<file path="src/rtl/lsu_pkg.sv">
// Shared constants for the load/store unit: funct3 codes, FSM states and byte strobes.
package lsu_pkg;

   localparam logic [2:0] F3_B  = 3'b000;
   localparam logic [2:0] F3_H  = 3'b001;
   localparam logic [2:0] F3_W  = 3'b010;
   localparam logic [2:0] F3_BU = 3'b100;
   localparam logic [2:0] F3_HU = 3'b101;

   typedef enum logic [1:0] {
      ST_IDLE   = 2'd0,
      ST_ACCESS = 2'd1,
      ST_DONE   = 2'd2,
      ST_ERR    = 2'd3
   } lsu_state_t;

   localparam logic [3:0] STRB_NONE = 4'b0000;
   localparam logic [3:0] STRB_B    = 4'b0001;
   localparam logic [3:0] STRB_H_LO = 4'b0011;
   localparam logic [3:0] STRB_H_HI = 4'b1100;
   localparam logic [3:0] STRB_W    = 4'b1111;

endpackage

</file>
<file path="src/rtl/load_store_unit_data_align.sv">
// Combinational request legality check, store lane formatting and load lane extraction.
module lsu_data_align
   import lsu_pkg::*;
(
   input  logic        req_we,
   input  logic [2:0]  req_funct3,
   input  logic [1:0]  req_addr_lo,
   input  logic [31:0] req_wdata,
   input  logic [2:0]  ld_funct3,
   input  logic [1:0]  ld_addr_lo,
   input  logic [31:0] ld_rdata,
   output logic        req_ok,
   output logic [3:0]  st_wstrb,
   output logic [31:0] st_wdata,
   output logic [31:0] ld_data
);

   logic legal;
   logic aligned;
   logic [7:0]  ld_byte;
   logic [15:0] ld_half;

   always_comb begin
      legal   = 1'b0;
      aligned = 1'b1;
      case (req_funct3)
         F3_B:  legal = 1'b1;
         F3_H:  begin legal = 1'b1;    aligned = ~req_addr_lo[0]; end
         F3_W:  begin legal = 1'b1;    aligned = (req_addr_lo == 2'b00); end
         F3_BU: legal = ~req_we;
         F3_HU: begin legal = ~req_we; aligned = ~req_addr_lo[0]; end
         default: legal = 1'b0;
      endcase
      req_ok = legal & aligned;
   end

   // Reads drive no strobes and no data so the bus sees a clean read.
   always_comb begin
      st_wstrb = STRB_NONE;
      st_wdata = 32'h0;
      if (req_we) begin
         case (req_funct3)
            F3_B: begin
               st_wstrb = STRB_B << req_addr_lo;
               st_wdata = {4{req_wdata[7:0]}};
            end
            F3_H: begin
               st_wstrb = req_addr_lo[1] ? STRB_H_HI : STRB_H_LO;
               st_wdata = {2{req_wdata[15:0]}};
            end
            F3_W: begin
               st_wstrb = STRB_W;
               st_wdata = req_wdata;
            end
            default: begin
               st_wstrb = STRB_NONE;
               st_wdata = 32'h0;
            end
         endcase
      end
   end

   always_comb begin
      case (ld_addr_lo)
         2'd0:    ld_byte = ld_rdata[7:0];
         2'd1:    ld_byte = ld_rdata[15:8];
         2'd2:    ld_byte = ld_rdata[23:16];
         default: ld_byte = ld_rdata[31:24];
      endcase
      ld_half = ld_addr_lo[1] ? ld_rdata[31:16] : ld_rdata[15:0];
      case (ld_funct3)
         F3_B:    ld_data = {{24{ld_byte[7]}}, ld_byte};
         F3_H:    ld_data = {{16{ld_half[15]}}, ld_half};
         F3_BU:   ld_data = {24'h0, ld_byte};
         F3_HU:   ld_data = {16'h0, ld_half};
         default: ld_data = ld_rdata;
      endcase
   end

endmodule

</file>
<file path="src/rtl/load_store_unit.sv">
// Load/store unit: turns one core memory request into a handshaked word-bus access
// with bus-wait timeout, and returns formatted load data with a done/err pulse.
//
//   state  | meaning
//   -------+-----------------------------------------------------------
//   IDLE   | waiting for core_req
//   ACCESS | mem_valid high, waiting for mem_ready or timeout
//   DONE   | core_done pulse, core_err=0
//   ERR    | core_done pulse, core_err=1 (illegal, misaligned, timeout)
module load_store_unit
   import lsu_pkg::*;
#(
   parameter int TIMEOUT = 16,
   parameter int ADDR_W  = 32
) (
   input  logic              clk,
   input  logic              resetn,
   input  logic              core_req,
   input  logic              core_we,
   input  logic [2:0]        core_funct3,
   input  logic [ADDR_W-1:0] core_addr,
   input  logic [31:0]       core_wdata,
   output logic              core_busy,
   output logic              core_done,
   output logic              core_err,
   output logic [31:0]       core_rdata,
   output logic              mem_valid,
   input  logic              mem_ready,
   output logic              mem_we,
   output logic [ADDR_W-1:0] mem_addr,
   output logic [3:0]        mem_wstrb,
   output logic [31:0]       mem_wdata,
   input  logic [31:0]       mem_rdata
);

   localparam int CNT_W = (TIMEOUT > 2) ? $clog2(TIMEOUT) : 1;
   localparam logic [CNT_W-1:0] CNT_LAST = CNT_W'(TIMEOUT - 1);

   lsu_state_t        state_q,      state_d;
   logic [CNT_W-1:0]  cnt_q,        cnt_d;
   logic [2:0]        funct3_q,     funct3_d;
   logic [1:0]        addr_lo_q,    addr_lo_d;
   logic              core_busy_q,  core_busy_d;
   logic              core_done_q,  core_done_d;
   logic              core_err_q,   core_err_d;
   logic [31:0]       core_rdata_q, core_rdata_d;
   logic              mem_valid_q,  mem_valid_d;
   logic              mem_we_q,     mem_we_d;
   logic [ADDR_W-1:0] mem_addr_q,   mem_addr_d;
   logic [3:0]        mem_wstrb_q,  mem_wstrb_d;
   logic [31:0]       mem_wdata_q,  mem_wdata_d;

   logic        req_ok;
   logic [3:0]  st_wstrb;
   logic [31:0] st_wdata;
   logic [31:0] ld_data;

   lsu_data_align u_align (
      .req_we      (core_we),
      .req_funct3  (core_funct3),
      .req_addr_lo (core_addr[1:0]),
      .req_wdata   (core_wdata),
      .ld_funct3   (funct3_q),
      .ld_addr_lo  (addr_lo_q),
      .ld_rdata    (mem_rdata),
      .req_ok      (req_ok),
      .st_wstrb    (st_wstrb),
      .st_wdata    (st_wdata),
      .ld_data     (ld_data)
   );

   always_comb begin
      state_d      = state_q;
      cnt_d        = cnt_q;
      funct3_d     = funct3_q;
      addr_lo_d    = addr_lo_q;
      core_busy_d  = core_busy_q;
      core_done_d  = 1'b0;
      core_err_d   = 1'b0;
      core_rdata_d = core_rdata_q;
      mem_valid_d  = mem_valid_q;
      mem_we_d     = mem_we_q;
      mem_addr_d   = mem_addr_q;
      mem_wstrb_d  = mem_wstrb_q;
      mem_wdata_d  = mem_wdata_q;
      case (state_q)
         ST_IDLE: begin
            if (core_req) begin
               core_busy_d = 1'b1;
               funct3_d    = core_funct3;
               addr_lo_d   = core_addr[1:0];
               if (!req_ok) begin
                  state_d     = ST_ERR;
                  core_done_d = 1'b1;
                  core_err_d  = 1'b1;
               end else begin
                  state_d     = ST_ACCESS;
                  cnt_d       = '0;
                  mem_valid_d = 1'b1;
                  mem_we_d    = core_we;
                  mem_addr_d  = {core_addr[ADDR_W-1:2], 2'b00};
                  mem_wstrb_d = st_wstrb;
                  mem_wdata_d = st_wdata;
               end
            end
         end
         ST_ACCESS: begin
            // Ready takes priority over a timeout expiring in the same cycle.
            if (mem_ready) begin
               state_d     = ST_DONE;
               mem_valid_d = 1'b0;
               core_done_d = 1'b1;
               if (!mem_we_q) core_rdata_d = ld_data;
            end else if (cnt_q == CNT_LAST) begin
               state_d     = ST_ERR;
               mem_valid_d = 1'b0;
               core_done_d = 1'b1;
               core_err_d  = 1'b1;
            end else begin
               cnt_d = cnt_q + CNT_W'(1);
            end
         end
         ST_DONE, ST_ERR: begin
            state_d     = ST_IDLE;
            core_busy_d = 1'b0;
         end
         default: state_d = ST_IDLE;
      endcase
   end

   always_ff @(posedge clk or negedge resetn) begin
      if (!resetn) begin
         state_q      <= ST_IDLE;
         cnt_q        <= '0;
         funct3_q     <= 3'b000;
         addr_lo_q    <= 2'b00;
         core_busy_q  <= 1'b0;
         core_done_q  <= 1'b0;
         core_err_q   <= 1'b0;
         core_rdata_q <= 32'h0;
         mem_valid_q  <= 1'b0;
         mem_we_q     <= 1'b0;
         mem_addr_q   <= '0;
         mem_wstrb_q  <= STRB_NONE;
         mem_wdata_q  <= 32'h0;
      end else begin
         state_q      <= state_d;
         cnt_q        <= cnt_d;
         funct3_q     <= funct3_d;
         addr_lo_q    <= addr_lo_d;
         core_busy_q  <= core_busy_d;
         core_done_q  <= core_done_d;
         core_err_q   <= core_err_d;
         core_rdata_q <= core_rdata_d;
         mem_valid_q  <= mem_valid_d;
         mem_we_q     <= mem_we_d;
         mem_addr_q   <= mem_addr_d;
         mem_wstrb_q  <= mem_wstrb_d;
         mem_wdata_q  <= mem_wdata_d;
      end
   end

   assign core_busy  = core_busy_q;
   assign core_done  = core_done_q;
   assign core_err   = core_err_q;
   assign core_rdata = core_rdata_q;
   assign mem_valid  = mem_valid_q;
   assign mem_we     = mem_we_q;
   assign mem_addr   = mem_addr_q;
   assign mem_wstrb  = mem_wstrb_q;
   assign mem_wdata  = mem_wdata_q;

endmodule
</file>
<file path="config.mk">
export PLATFORM = sky130hd
export DESIGN_NAME = load_store_unit
export DESIGN_NICKNAME = d
export VERILOG_FILES = /design/src/rtl/lsu_pkg.sv /design/src/rtl/load_store_unit_data_align.sv /design/src/rtl/load_store_unit.sv
export SDC_FILE = /design/constraint.sdc
export NUM_CORES = 1
export LEC_CHECK = 0
export ABC_AREA = 1
export BUFFER_PORTS_ARGS = -buffer_cell sky130_fd_sc_hd__buf_2
export CORE_MARGIN = 2
export CORE_UTILIZATION = 50
export CTS_CLUSTER_DIAMETER = 200
export DETAILED_ROUTE_END_ITERATION = 12
export MAX_ROUTING_LAYER = met4
export PLACE_DENSITY = 0.87
export SYNTH_ARGS = -nofsm -noshare
export SYNTH_HDL_FRONTEND = slang
export SYNTH_SLANG_ARGS = --single-unit
export TNS_END_PERCENT = 10
</file>
<file path="constraint.sdc">
create_clock -name clk -period 2.3 [get_ports clk]
set_clock_uncertainty 0.2 [all_clocks]
set_input_delay 0.46 -clock clk [delete_from_list [all_inputs] [get_ports clk]]
set_output_delay 0.46 -clock clk [all_outputs]
set_load 0.02 [all_outputs]
</file>
Word-level counts from Yosys, hierarchy flattened
Index checks and enable logic that the tools add are counted.
{"block": "word_totals", "wordCells": 89, "regBits": 114, "input_bits": 104, "mem_bits_ro": 0, "mem_bits_rw": 0, "n_memories": 0, "latchBits": 0, "out_inout_bits": 105}
{"block": "classes", "div": 0, "n_eq_ne": 18, "add_sub_neg": 1, "n_reduce_logical": 18, "order_cmp": 0, "bitwise_logic": 4, "n_mul": 0, "shift": 1, "n_mux": 34}
{"operator": "32-bit one-hot mux with 4 select lines", "count": 1}
{"operator": "32-bit one-hot mux with 3 select lines", "count": 1}
{"operator": "32-bit 2-to-1 mux", "count": 1}
{"operator": "4-bit 2-to-1 mux", "count": 6}
{"operator": "8-bit one-hot mux with 3 select lines", "count": 1}
{"operator": "16-bit 2-to-1 mux", "count": 1}
{"operator": "3-bit equality test (second input constant)", "count": 4}
{"operator": "1-bit one-hot mux with 2 select lines", "count": 6}
{"operator": "4-bit one-hot mux with 3 select lines", "count": 1}
{"operator": "1-bit 2-to-1 mux", "count": 10}
{"operator": "2-bit 2-to-1 mux", "count": 4}
{"operator": "2-bit != test (second input constant)", "count": 4}
{"operator": "4-bit one-hot mux with 2 select lines", "count": 1}
{"operator": "2-bit equality test (second input constant)", "count": 3}
{"operator": "3-bit by 1-bit equality test with 1-bit output (second input constant)", "count": 2}
{"operator": "2-bit logical NOT", "count": 3}
{"operator": "3-bit logical NOT", "count": 2}
{"operator": "2-bit one-hot mux with 3 select lines", "count": 1}
{"operator": "2-bit AND reduction", "count": 3}
{"operator": "3-bit AND reduction", "count": 2}
{"operator": "2-bit OR reduction", "count": 3}
{"operator": "5-bit AND reduction", "count": 1}
{"operator": "4-bit by 1-bit adder with 4-bit output (second input constant)", "count": 1}
{"operator": "2-bit by 1-bit equality test with 1-bit output (second input constant)", "count": 2}
{"operator": "other kinds (9)", "count": 12}

Depth between registers and ports, before layout
Gate-level depths: netlist of the first run.
{"block": "depth", "ltp_word": 7, "depth_mapped": 12, "ltp_nobuf": 10}

By module
From an unflattened synthesis of the first run, not the netlist that was laid out.
{"block": "hier_totals", "hier_cells": 846, "hier_area_um2": 6107.1}
{"module": "load_store_unit", "cells_per_inst": 521, "instances": 1, "seq_area_each_um2": 2852.7, "area_per_inst_um2": 4631.9}
{"module": "lsu_data_align", "cells_per_inst": 325, "instances": 1, "seq_area_each_um2": 0.0, "area_per_inst_um2": 1475.2}

Least setup slack after synthesis of the first run
Ideal clock, no wire load.
{"block": "synth_path", "path_kind": "input port to flip-flop", "from": "input port core_addr[1]", "to": "register mem_addr_q[12] (netlist: mem_addr[12])", "n_path_buf": 3, "path_slack_ns": 0.603, "arrival_ns": 1.380, "setup_time_ns": 0.117, "stages": 11, "path_cell_list": "clkbuf_1 > nand2_1 > nand2_1 > nand2_1 > nand2_4 > nor2_8 > inv_6 > buf_6 > buf_6 > nand2_1 > nand2_1"}
{"block": "synth_via", "elab_chain_cells": 4}
{"element": "start, declared", "line": "load_store_unit.sv:21", "rtl": "input logic [ADDR_W-1:0] core_addr,"}
{"element": "2-bit logical NOT", "line": "load_store_unit_data_align.sv:29", "rtl": "F3_W: begin legal = 1'b1; aligned = (req_addr_lo == 2'b00); end"}
{"element": "1-bit one-hot mux with 2 select lines", "line": "load_store_unit_data_align.sv:26", "rtl": "case (req_funct3)"}
{"element": "1-bit bitwise AND", "line": "load_store_unit_data_align.sv:34", "rtl": "req_ok = legal & aligned;"}
{"element": "3-bit AND reduction (no line)"}
{"element": "end signal, assigned", "line": "load_store_unit.sv:157", "rtl": "mem_addr_q <= mem_addr_d;"}
{"element": "end, declared", "line": "load_store_unit.sv:49", "rtl": "logic [ADDR_W-1:0] mem_addr_q, mem_addr_d;"}
No other way between the ends.
A chain may end at the register's enable or synchronous reset.

Final worst setup path of the first run
{"block": "layout_path", "from": "register state_q[1]", "to": "register mem_wdata_q[9] (netlist: mem_wdata[9])"}
{"block": "layout_via", "elab_chain_cells": 2}
{"element": "start, declared", "line": "load_store_unit.sv:39", "rtl": "lsu_state_t state_q, state_d;"}
{"element": "start signal, assigned", "line": "load_store_unit.sv:147", "rtl": "state_q <= state_d;"}
{"element": "2-bit logical NOT", "line": "load_store_unit.sv:86", "rtl": "case (state_q)"}
{"element": "3-bit AND reduction (no line)"}
{"element": "end signal, assigned", "line": "load_store_unit.sv:159", "rtl": "mem_wdata_q <= mem_wdata_d;"}
{"element": "end, declared", "line": "load_store_unit.sv:51", "rtl": "logic [31:0] mem_wdata_q, mem_wdata_d;"}
No other way between the ends.

==> flow_metrics.py, run 1 <==
metrics = {
    "critical_path": {
        "path_common_cell": "nand2_1",
        "startpoint": "state_q[1]",
        "critPathBufInv": 3,
        "cp-start-kind": "register",
        "reg2reg_from": "state_q[1]",
        "cpPeakStageDelay_ns": 0.43,
        "cp-end-kind": "register",
        "cp_top_family": "buffers and inverters",
        "worstPathRequired_ns": 2.44,
        "critPathSlowestCell": "buf_4",
        "cp_max_fo": 50,
        "arrival_ns": 2.11,
        "path_cells": "inv_2, nand2_1, inv_1, nand2_1, nor2_8, buf_4, nand3_1, nand2_1",
        "crit_type": "register to register",
    },
    "timing": {
        "period_needed_ns": 1.97,
        "setup-violations-final": 0,
        "drv_slew": 0,
        "timing.fmax_mhz": 509,
        "relSlewSlack_pct": 59.6,
        "hold_violations": 0,
        "whs_ns": 0.0460,
        "max_slew.worst_pin.slew_ns": 0.606,
        "period_share_pct": 85.5,
        "rsz0062_at_grt": "no",
        "tns_ns": 0,
    },
    "finish": {
        "multi_input_area_mm2": 0.00240,
        "fin_cells": 1111,
        "syn_to_final_growth_pct": 31.0,
        "seqCellArea_mm2": 0.00285,
        "design_area_mm2": 0.00746,
        "mostFrequentLayoutCell": "nand2_1",
        "nets": 1062,
        "layout-drive-gt1-share_pct": 29.2,
        "fillCellCount": 902,
        "mostFrequentLayoutCells": "nand2_1, buf_2, dfrtp_1, nand3_1, inv_1",
    },
    "pwr": {
        "total_power_w": 0.0101,
        "swShare_pct": 40.8,
        "power.leakage_nw": 4.39,
        "pwr_density_cell_mw_per_mm2": 1360,
        "p_clk_share_pct": 26.7,
        "seq_power_share_pct": 32.5,
        "internal_power_w": 0.00599,
        "ir_drop_v": 0.000890,
        "p_sw_w": 0.00413,
        "p_comb_share_pct": 40.7,
    },
    "global_routing": {
        "antenna_found_initial": 1,
        "grt_pass1_vias": 5544,
        "met2_usage_pct": 43.8,
        "grt_max_degree": 72,
        "met1_usage_pct": 34.9,
        "gr-total-overflow": 0,
        "grt_usage_pct": 28.2,
        "grt_pass1_wl_um": 27000,
        "grt.met3_usage_pct": 8.42,
        "busiest_layer": "met2",
    },
    "cts": {
        "cts_sinks": 114,
        "cts_tree": "yes",
        "clock_latency_ns": 0.41,
        "cts-root-buf": "clkbuf_16",
        "clockBufferDepth": 2,
        "cts_made_buffers": 17,
        "cts.clk_slew.worst_paths_ns": 0.05,
        "htreeDepth": 4,
    },
    "synth": {
        "yosysSeqAreaShare_pct": 50.1,
        "ys_ff_latch": 114,
        "synth_cell_types": 30,
        "yosys_warnings": 0,
        "synth_area_mm2": 0.00570,
        "syn-mean-instance-area_um2": 7.56,
        "synthCells": 754,
    },
    "placed_design": {
        "place_area_mm2": 0.00683,
        "gp_congestion": 0.904,
        "port_buffers": 206,
        "dp_hpwl_um": 11300,
        "dp.cells": 1076,
    },
    "floorplan": {
        "dieArea_mm2": 0.0123,
        "start_util_pct": 51.9,
        "ios": 209,
        "num_rows": 38,
        "coreArea_mm2": 0.0110,
        "die_x_um": 111,
        "chipHeight_um": 111,
    },
    "drt": {
        "dr.pass1.iters": 5,
        "wl_per_cell_um": 14.9,
        "wl_um": 16600,
        "drc": 0,
        "vias": 5754,
        "via_per_inst": 5.18,
        "drtIter0Drc": 541,
        "postRouteAntennaNets": 0,
    },
    "status": {
        "status": "completed",
    },
    "hold_path": {
        "hp-class": "input port to register",
        "hold_start": "core_addr[6]",
    },
    "job": {
        "cap_violations": 0,
    },
}
kinds of logic (layout without fill, tap and decap cells):
| kind of cell | Yosys count | count (layout) | synth area share [%] |
|---|---|---|---|
| simple gates | 460 | 460 | 33.9 |
| compound gates | 81 | 81 | 7.82 |
| fa+ha+maj | 1 | 1 | 0.220 |
| other cells | 1 | 3 | 0.0658 |
| buf+inv | 96 | 311 | 7.80 |
| xor+xnor | 1 | 1 | 0.154 |
| flops | 114 | 114 | 50.1 |
per-stage QoR:
stage	utilization (%)	worst slack (ns)
2_1_floorplan	-	0.603
6_report	68.0	0.334
5_1_grt	68.0	0.153
4_1_cts	67.9	0.291
3_5_place_dp	62.2	0.129
3_3_place_gp	62.2	0.185
cell usage after synthesis:
library cell    n  area (µm²)
nor2_4          1        11.3
xnor2_1         1        8.76
o21ai_4         1        16.3
buf_2          15        75.1
dfrtp_1       114        2850
inv_6           1        8.76
inv_1          49         184
clkinv_1        2        7.51
nand4_1         6        37.5
o211ai_1        9        67.6
nand2_1       329        1230
nor2_8          1        20.0
buf_6           7        78.8
buf_4           2        15.0
nand2_4         1        11.3
ha_1            1        12.5
o21ai_0        35         175
a21oi_2         1        8.76
buf_1           1        3.75
conb_1          1        3.75
a21oi_1        34         170
inv_2           4        15.0
nand2_2         2        12.5
nor3_1          3        15.0
nor2_1         21        78.8
clkbuf_1       15        56.3
or2_2          18         113
nand3b_1        2        15.0
o21bai_1        1        7.51
nand3_1        76         380
final timing paths:
kind | to | slack, ns | cells after the start
setup / recovery | mem_wdata[9] | 0.33 | 8
hold / removal | mem_addr[6] | 0.05 | 3
setup reg to reg | mem_wdata[9] | 0.33 | 8
hold reg to reg | mem_addr[12] | 0.27 | 2
max in group asynchronous | funct3_q[0] | 1.09 | 3
min in group asynchronous | core_rdata[4] | 0.23 | 2
registers in the layout, summed over array words and instances (netlist names):
register / flops
core_rdata: 32
mem_wdata: 32
mem_addr: 30
cnt_q: 4
mem_wstrb: 4
funct3_q: 3
addr_lo_q: 2
state_q: 2
core_busy: 1
core_done: 1
core_err: 1
mem_valid: 1
mem_we: 1
layer usage:
layer,up-vias,share of wire (%)
met1,2607,39
met4,0,2.8
met2,327,48
met3,42,9.2
met5,-,0
li1,2778,-
repair_timing:
item                       4_1_cts  5_1_grt
hold buffers                     1        0
hold endpoints to repair       114        0
buffers inserted                 0        1
setup endpoints to repair        0        1
resized for setup                0        0
worst register-to-register path: stages, from the launching register on:
cell	delay, ns
dfrtp_1	0.39
inv_2	0.12
nand2_1	0.08
inv_1	0.09
nand2_1	0.14
nor2_8	0.17
buf_4	0.43
nand3_1	0.19
nand2_1	0.09
layout make-up:
| cell class | instances | share of cell area (%) |
|---|---|---|
| Timing Repair Buffer | 223 | 16.1 |
| Clock inverter | 10 | 1.74 |
| Antenna cell | 1 | 0.0335 |
| Tap cell | 140 | 2.35 |
| Sequential cell | 114 | 38.2 |
| Inverter | 56 | 2.88 |
| Clock buffer | 22 | 6.49 |
| Multi-Input combinational cell | 545 | 32.2 |
power by group through the flow:
stage | logic [W] | registers [W] | clock network (W)
2_1_floorplan | 0.00187 | 0.00412 | 0
3_3_place_gp | 0.00399 | 0.00329 | 0
3_5_place_dp | 0.00408 | 0.00327 | 0
4_1_cts | 0.00412 | 0.00328 | 0.00274
5_1_grt | 0.00455 | 0.00338 | 0.00284
6_report | 0.00412 | 0.00329 | 0.00271
Power figures use the tool's default switching activity.
==> run 2: changes to the inputs <==
--- a/config.mk
+++ b/config.mk
@@ -8,11 +8,12 @@
 export ABC_AREA = 1
 export BUFFER_PORTS_ARGS = -buffer_cell sky130_fd_sc_hd__buf_2
 export CORE_MARGIN = 2
-export CORE_UTILIZATION = 50
+export CORE_UTILIZATION = 35
 export CTS_CLUSTER_DIAMETER = 200
 export DETAILED_ROUTE_END_ITERATION = 12
 export MAX_ROUTING_LAYER = met4
-export PLACE_DENSITY = 0.87
+export PLACE_DENSITY = 0.66
+export SETUP_SLACK_MARGIN = 0.5
 export SYNTH_ARGS = -nofsm -noshare
 export SYNTH_HDL_FRONTEND = slang
 export SYNTH_SLANG_ARGS = --single-unit
==> run 2 against run 1 <==
Net effect:
- global-route usage decreased by 7.4 points
- clock power down 9.2%
- fmax rose by 16%
- first-iteration DRC count decreased by 46%
- via count is 0.96% lower
- utilization down 20 points
- design area is 2.2% higher
- sequential cell count stayed put
==> flow_metrics.py, run 2 (synthesis results as in run 1) <==
metrics = {
    "critical_path": {
        "cp-start-kind": "register",
        "crit_type": "register to register",
        "cp-end-kind": "register",
        "critPathSlowestCell": "dfrtp_1",
        "worstPathRequired_ns": 2.38,
        "cp_max_fo": 20,
        "cp_top_family": "buffers and inverters",
        "path_cells": "inv_1, nand2_1, inv_1, nand2_2, nor2_8, inv_6, buf_4, nand2_1, o21ai_0",
        "arrival_ns": 1.78,
        "cpPeakStageDelay_ns": 0.37,
        "critPathBufInv": 4,
    },
    "finish": {
        "layout-drive-gt1-share_pct": 30.8,
        "antenna_cells": 0,
        "mostFrequentLayoutCells": "nand2_1, buf_2, dfrtp_1, nand3_1, inv_1",
        "mostFrequentLayoutCell": "nand2_1",
        "nets": 1070,
        "utilization_pct": 48.0,
        "syn_to_final_growth_pct": 33.9,
    },
    "timing": {
        "fin_ws_ns": 0.600,
        "relSlewSlack_pct": 65.5,
        "max_slew.worst_pin.slew_ns": 0.518,
        "whs_ns": 0.0406,
        "period_share_pct": 73.9,
        "setup-violations-final": 0,
        "hold_violations": 0,
        "period_needed_ns": 1.70,
        "timing.fmax_mhz": 588,
        "tns_ns": 0,
        "drv_slew": 0,
        "rsz0062_at_grt": "no",
    },
    "global_routing": {
        "grt_pass1_wl_um": 28200,
        "gr-total-overflow": 0,
        "antenna_found_initial": 0,
        "grt_max_degree": 41,
        "grt_usage_pct": 20.8,
        "grt_pass1_vias": 5538,
    },
    "cts": {
        "cts-root-buf": "clkbuf_16",
        "cts_sinks": 114,
        "cts_tree": "yes",
        "cts_made_buffers": 17,
        "clock_latency_ns": 0.41,
        "clockBufferDepth": 2,
        "htreeDepth": 4,
        "cts.clk_slew.worst_paths_ns": 0.07,
    },
    "placed_design": {
        "dp_hpwl_um": 12300,
        "port_buffers": 206,
        "post-place-ws_ns": 0.197,
        "gp_congestion": 0.869,
    },
    "floorplan": {
        "die_x_um": 132,
        "dieArea_mm2": 0.0173,
        "chipHeight_um": 132,
        "num_rows": 46,
        "ios": 209,
        "coreArea_mm2": 0.0159,
        "start_util_pct": 35.9,
    },
    "drt": {
        "dr.pass1.iters": 5,
        "drc": 0,
        "postRouteAntennaNets": 0,
        "drtIter0Drc": 293,
        "vias": 5699,
        "wl_um": 17200,
        "wl_per_cell_um": 14.4,
        "via_per_inst": 4.77,
    },
    "pwr": {
        "ir_drop_v": 0.000644,
        "power.leakage_nw": 4.40,
        "pwr_density_cell_mw_per_mm2": 1310,
    },
    "status": {
        "status": "completed",
    },
    "hold_path": {
        "hp-class": "input port to register",
    },
    "job": {
        "cap_violations": 0,
    },
}
## run 2: timing repair
item / CTS / global route
pin swaps: 1 / 2
resized for setup: 2 / 15
endpoints found under the setup margin: 74 / 104
hold buffers: 1 / 0
buffers inserted: 0 / 4
hold endpoints to repair: 33 / 0
## run 2: worst paths after layout
| path | startpoint | to | slack [ns] | depth (start not counted) |
|---|---|---|---|---|
| worst max register to register | state_q[0] | mem_wstrb[1] | 0.60 | 9 |
| max in group asynchronous | resetn | mem_addr[17] | 0.94 | 3 |
| worst max-delay path | state_q[0] | mem_wstrb[1] | 0.60 | 9 |
| min in group asynchronous | resetn | core_rdata[0] | 0.37 | 2 |
| worst min-delay path | core_addr[8] | mem_addr[8] | 0.04 | 3 |
| worst min register to register | mem_addr[17] | mem_addr[17] | 0.26 | 2 |
## run 2: where the power goes
part	leakage [nW]	switching, W	internal (W)	total, W
clock	0.261	0.00105	0.00141	0.00246
combinational	2.69	0.00277	0.00147	0.00424
sequential	1.45	0.000490	0.00280	0.00329
## run 2: layer usage
layer  GRT usage [%]  routed length, µm  vias up
met5               -                  0        -
met2            31.5               7960      243
li1                -                  -     2800
met1            27.3               7560     2642
met4            5.98                212        0
met3            5.94               1480       14
## run 2: final cells by class
cell class / instances / area (µm²)
Clock buffer: 17 / 425
Multi-Input combinational cell: 545 / 2440
Fill cell: 1630 / 8260
Inverter: 56 / 219
Tap cell: 216 / 270
Clock inverter: 15 / 124
Timing Repair Buffer: 231 / 1290
Sequential cell: 114 / 2850
## run 2: per-stage QoR
step / cells / total power [W] / area, µm²
final: 1194 / 0.0100 / 7630
after global placement: 1157 / 0.00738 / 6980
after detailed placement: 1157 / 0.00744 / 6980
after floorplan: 755 / 0.00598 / 5700
after global routing: 1194 / 0.0108 / 7630
after CTS: 1190 / 0.00995 / 7540
## run 2: worst register-to-register path, delay by kind of cell, from the launching register on
kind | cells | cell delay, ns
buffers and inverters | 4 | 0.52
and+or+nand+nor | 4 | 0.42
DFF | 1 | 0.37
AOI/OAI and AO/OA | 1 | 0.07
==> run 3: changes to the inputs <==
--- a/config.mk
+++ b/config.mk
@@ -12,7 +12,7 @@
 export CTS_CLUSTER_DIAMETER = 200
 export DETAILED_ROUTE_END_ITERATION = 12
 export MAX_ROUTING_LAYER = met4
-export PLACE_DENSITY = 0.66
+export PLACE_DENSITY = 0.68
 export SETUP_SLACK_MARGIN = 0.5
 export SYNTH_ARGS = -nofsm -noshare
 export SYNTH_HDL_FRONTEND = slang
==> constraint.sdc (replaced) <==
create_clock -name clk -period 1.35 [get_ports clk]
set_clock_uncertainty 0.2 [all_clocks]
set_input_delay 0.27 -clock clk [delete_from_list [all_inputs] [get_ports clk]]
set_output_delay 0.27 -clock clk [all_outputs]
set_load 0.02 [all_outputs]
==> run 3 against run 2 <==
Net effect:
- the flow now finishes with violations (hold timing, setup timing)
- sequential cell count unchanged
- first-iteration DRC count up 20%
- utilization up 6.4 points
- clock-buffer cell count unchanged
- critical path type unchanged
- design area up 13%
- largest power group unchanged
- fmax up 2.2%
==> flow_metrics.py, run 3 (synthesis results as in run 1) <==
metrics = {
    "status": {
        "status": "finished with violations",
        "failed_checks": "hold timing, setup timing",
    },
    "cts": {
        "clock_latency_ns": 0.41,
        "cts_sinks": 114,
        "cts.clk_slew.worst_paths_ns": 0.06,
        "clockBufferDepth": 2,
        "htreeDepth": 4,
        "cts_made_buffers": 17,
        "cts_tree": "yes",
        "cts-root-buf": "clkbuf_16",
    },
    "timing": {
        "hold_violations": 158,
        "setup-violations-final": 208,
        "fin_ws_ns": -0.313,
        "drv_slew": 0,
        "whs_ns": -0.510,
        "rsz0062_at_grt": "yes",
        "timing.fmax_mhz": 601,
        "tns_ns": -36.04,
        "period_share_pct": 123,
        "period_needed_ns": 1.66,
    },
    "finish": {
        "syn_to_final_growth_pct": 51.8,
        "nets": 1126,
        "layout-drive-gt1-share_pct": 38.9,
        "mostFrequentLayoutCell": "nand2_1",
        "mostFrequentLayoutCells": "nand2_1, buf_2, dfrtp_1, nand3_1, buf_4",
    },
    "floorplan": {
        "dieArea_mm2": 0.0173,
        "coreArea_mm2": 0.0159,
        "chipHeight_um": 132,
        "ios": 209,
        "start_util_pct": 35.9,
        "die_x_um": 132,
        "num_rows": 46,
    },
    "global_routing": {
        "grt_max_degree": 45,
        "grt_pass1_vias": 5698,
        "grt_pass1_wl_um": 28200,
        "grt_usage_pct": 21.0,
        "antenna_found_initial": 1,
        "gr-total-overflow": 0,
    },
    "pwr": {
        "ir_drop_v": 0.00106,
        "power.leakage_nw": 4.82,
        "pwr_density_cell_mw_per_mm2": 2200,
    },
    "critical_path": {
        "arrival_ns": 1.77,
        "cp_max_fo": 8,
        "cp-start-kind": "register",
        "crit_type": "register to register",
        "cp-end-kind": "register",
        "worstPathRequired_ns": 1.45,
    },
    "placed_design": {
        "port_buffers": 206,
        "gp_congestion": 0.891,
        "post-place-ws_ns": -0.329,
        "dp_hpwl_um": 12800,
    },
    "drt": {
        "dr.pass1.iters": 5,
        "drc": 0,
        "via_per_inst": 4.82,
        "vias": 6027,
        "postRouteAntennaNets": 0,
        "drtIter0Drc": 353,
        "wl_um": 18400,
        "wl_per_cell_um": 14.7,
    },
    "hold_path": {
        "hp-class": "input port to asynchronous set/reset pin",
    },
    "job": {
        "cap_violations": 0,
    },
}
-- run 3: cell count changes in the layout (fill, tap and decap cells not counted), sizes merged --
cell,change
diode,+1
clkinv,+1
bufinv,+1
buf,+53
inv,-1
clkinvlp,-1
dlygate4sd3,-1
clkbuf,+4
-- run 3: power by group --
group / total (W) / leakage (nW) / internal [W] / switching, W
clock: 0.00437 / 0.271 / 0.00258 / 0.00179
sequential: 0.00565 / 1.45 / 0.00478 / 0.000868
combinational: 0.00898 / 3.10 / 0.00375 / 0.00524
-- run 3: per-stage QoR --
stage / total power, W / hold WS [ns] / std cells / cell area, µm² / utilization (%)
after floorplan: 0.0103 / -0.226 / 755 / 5750 / -
after global routing: 0.0202 / -0.524 / 1251 / 8650 / 54.4
after CTS: 0.0182 / -0.528 / 1243 / 8230 / 51.8
final: 0.0190 / -0.510 / 1251 / 8650 / 54.4
after detailed placement: 0.0134 / -0.0817 / 1208 / 7490 / 47.2
after global placement: 0.0133 / -0.0790 / 1208 / 7490 / 47.2
-- run 3: repair_timing --
action,4_1_cts,5_1_grt
pin swaps,2,13
setup buffers,2,2
cloned,1,5
hold endpoints to repair,174,153
resized for setup,39,80
endpoints found under the setup margin,217,217
-- run 3: final timing paths --
kind                             endpoint          start  slack [ns]  depth (start not counted)
setup / recovery            mem_wdata[27]     state_q[1]       -0.31                         10
hold / removal             core_rdata[14]         resetn       -0.51                          1
setup reg to reg            mem_wdata[27]     state_q[1]       -0.31                         10
hold reg to reg              mem_addr[30]   mem_addr[30]        0.27                          2
max in group asynchronous    mem_addr[28]         resetn        1.02                          2
min in group clk             mem_addr[31]  core_addr[31]       -0.15                          3
-- run 3: final cells by class --
class	count	area, µm²
multi-input cells	545	2630
well taps	216	270
diodes	1	2.50
flip-flops and latches	114	2860
clock inverters	15	149
repair buffers	287	2090
fillers	1489	7240
clock buffers	17	425
inverters	56	233
-- run 3: critical path, stage by stage, from the launching register on --
cell and delay (ns):
dfrtp_1 0.39, buf_6 0.12, inv_4 0.05, nand2_4 0.05, inv_4 0.05, nand2_4 0.06, nor2_8 0.19, clkinv_8 0.14
buf_8 0.17, nand2_1 0.06, nand2_1 0.06
-- run 3: routing by layer --
| metal | vias up | share of wire (%) | track usage, % |
|---|---|---|---|
| li1 | 2917 | - | - |
| met1 | 2796 | 43 | 27.2 |
| met2 | 290 | 47 | 31.8 |
| met3 | 24 | 8.9 | 5.71 |
| met4 | 0 | 1.3 | 7.19 |
| met5 | - | 0 | - |
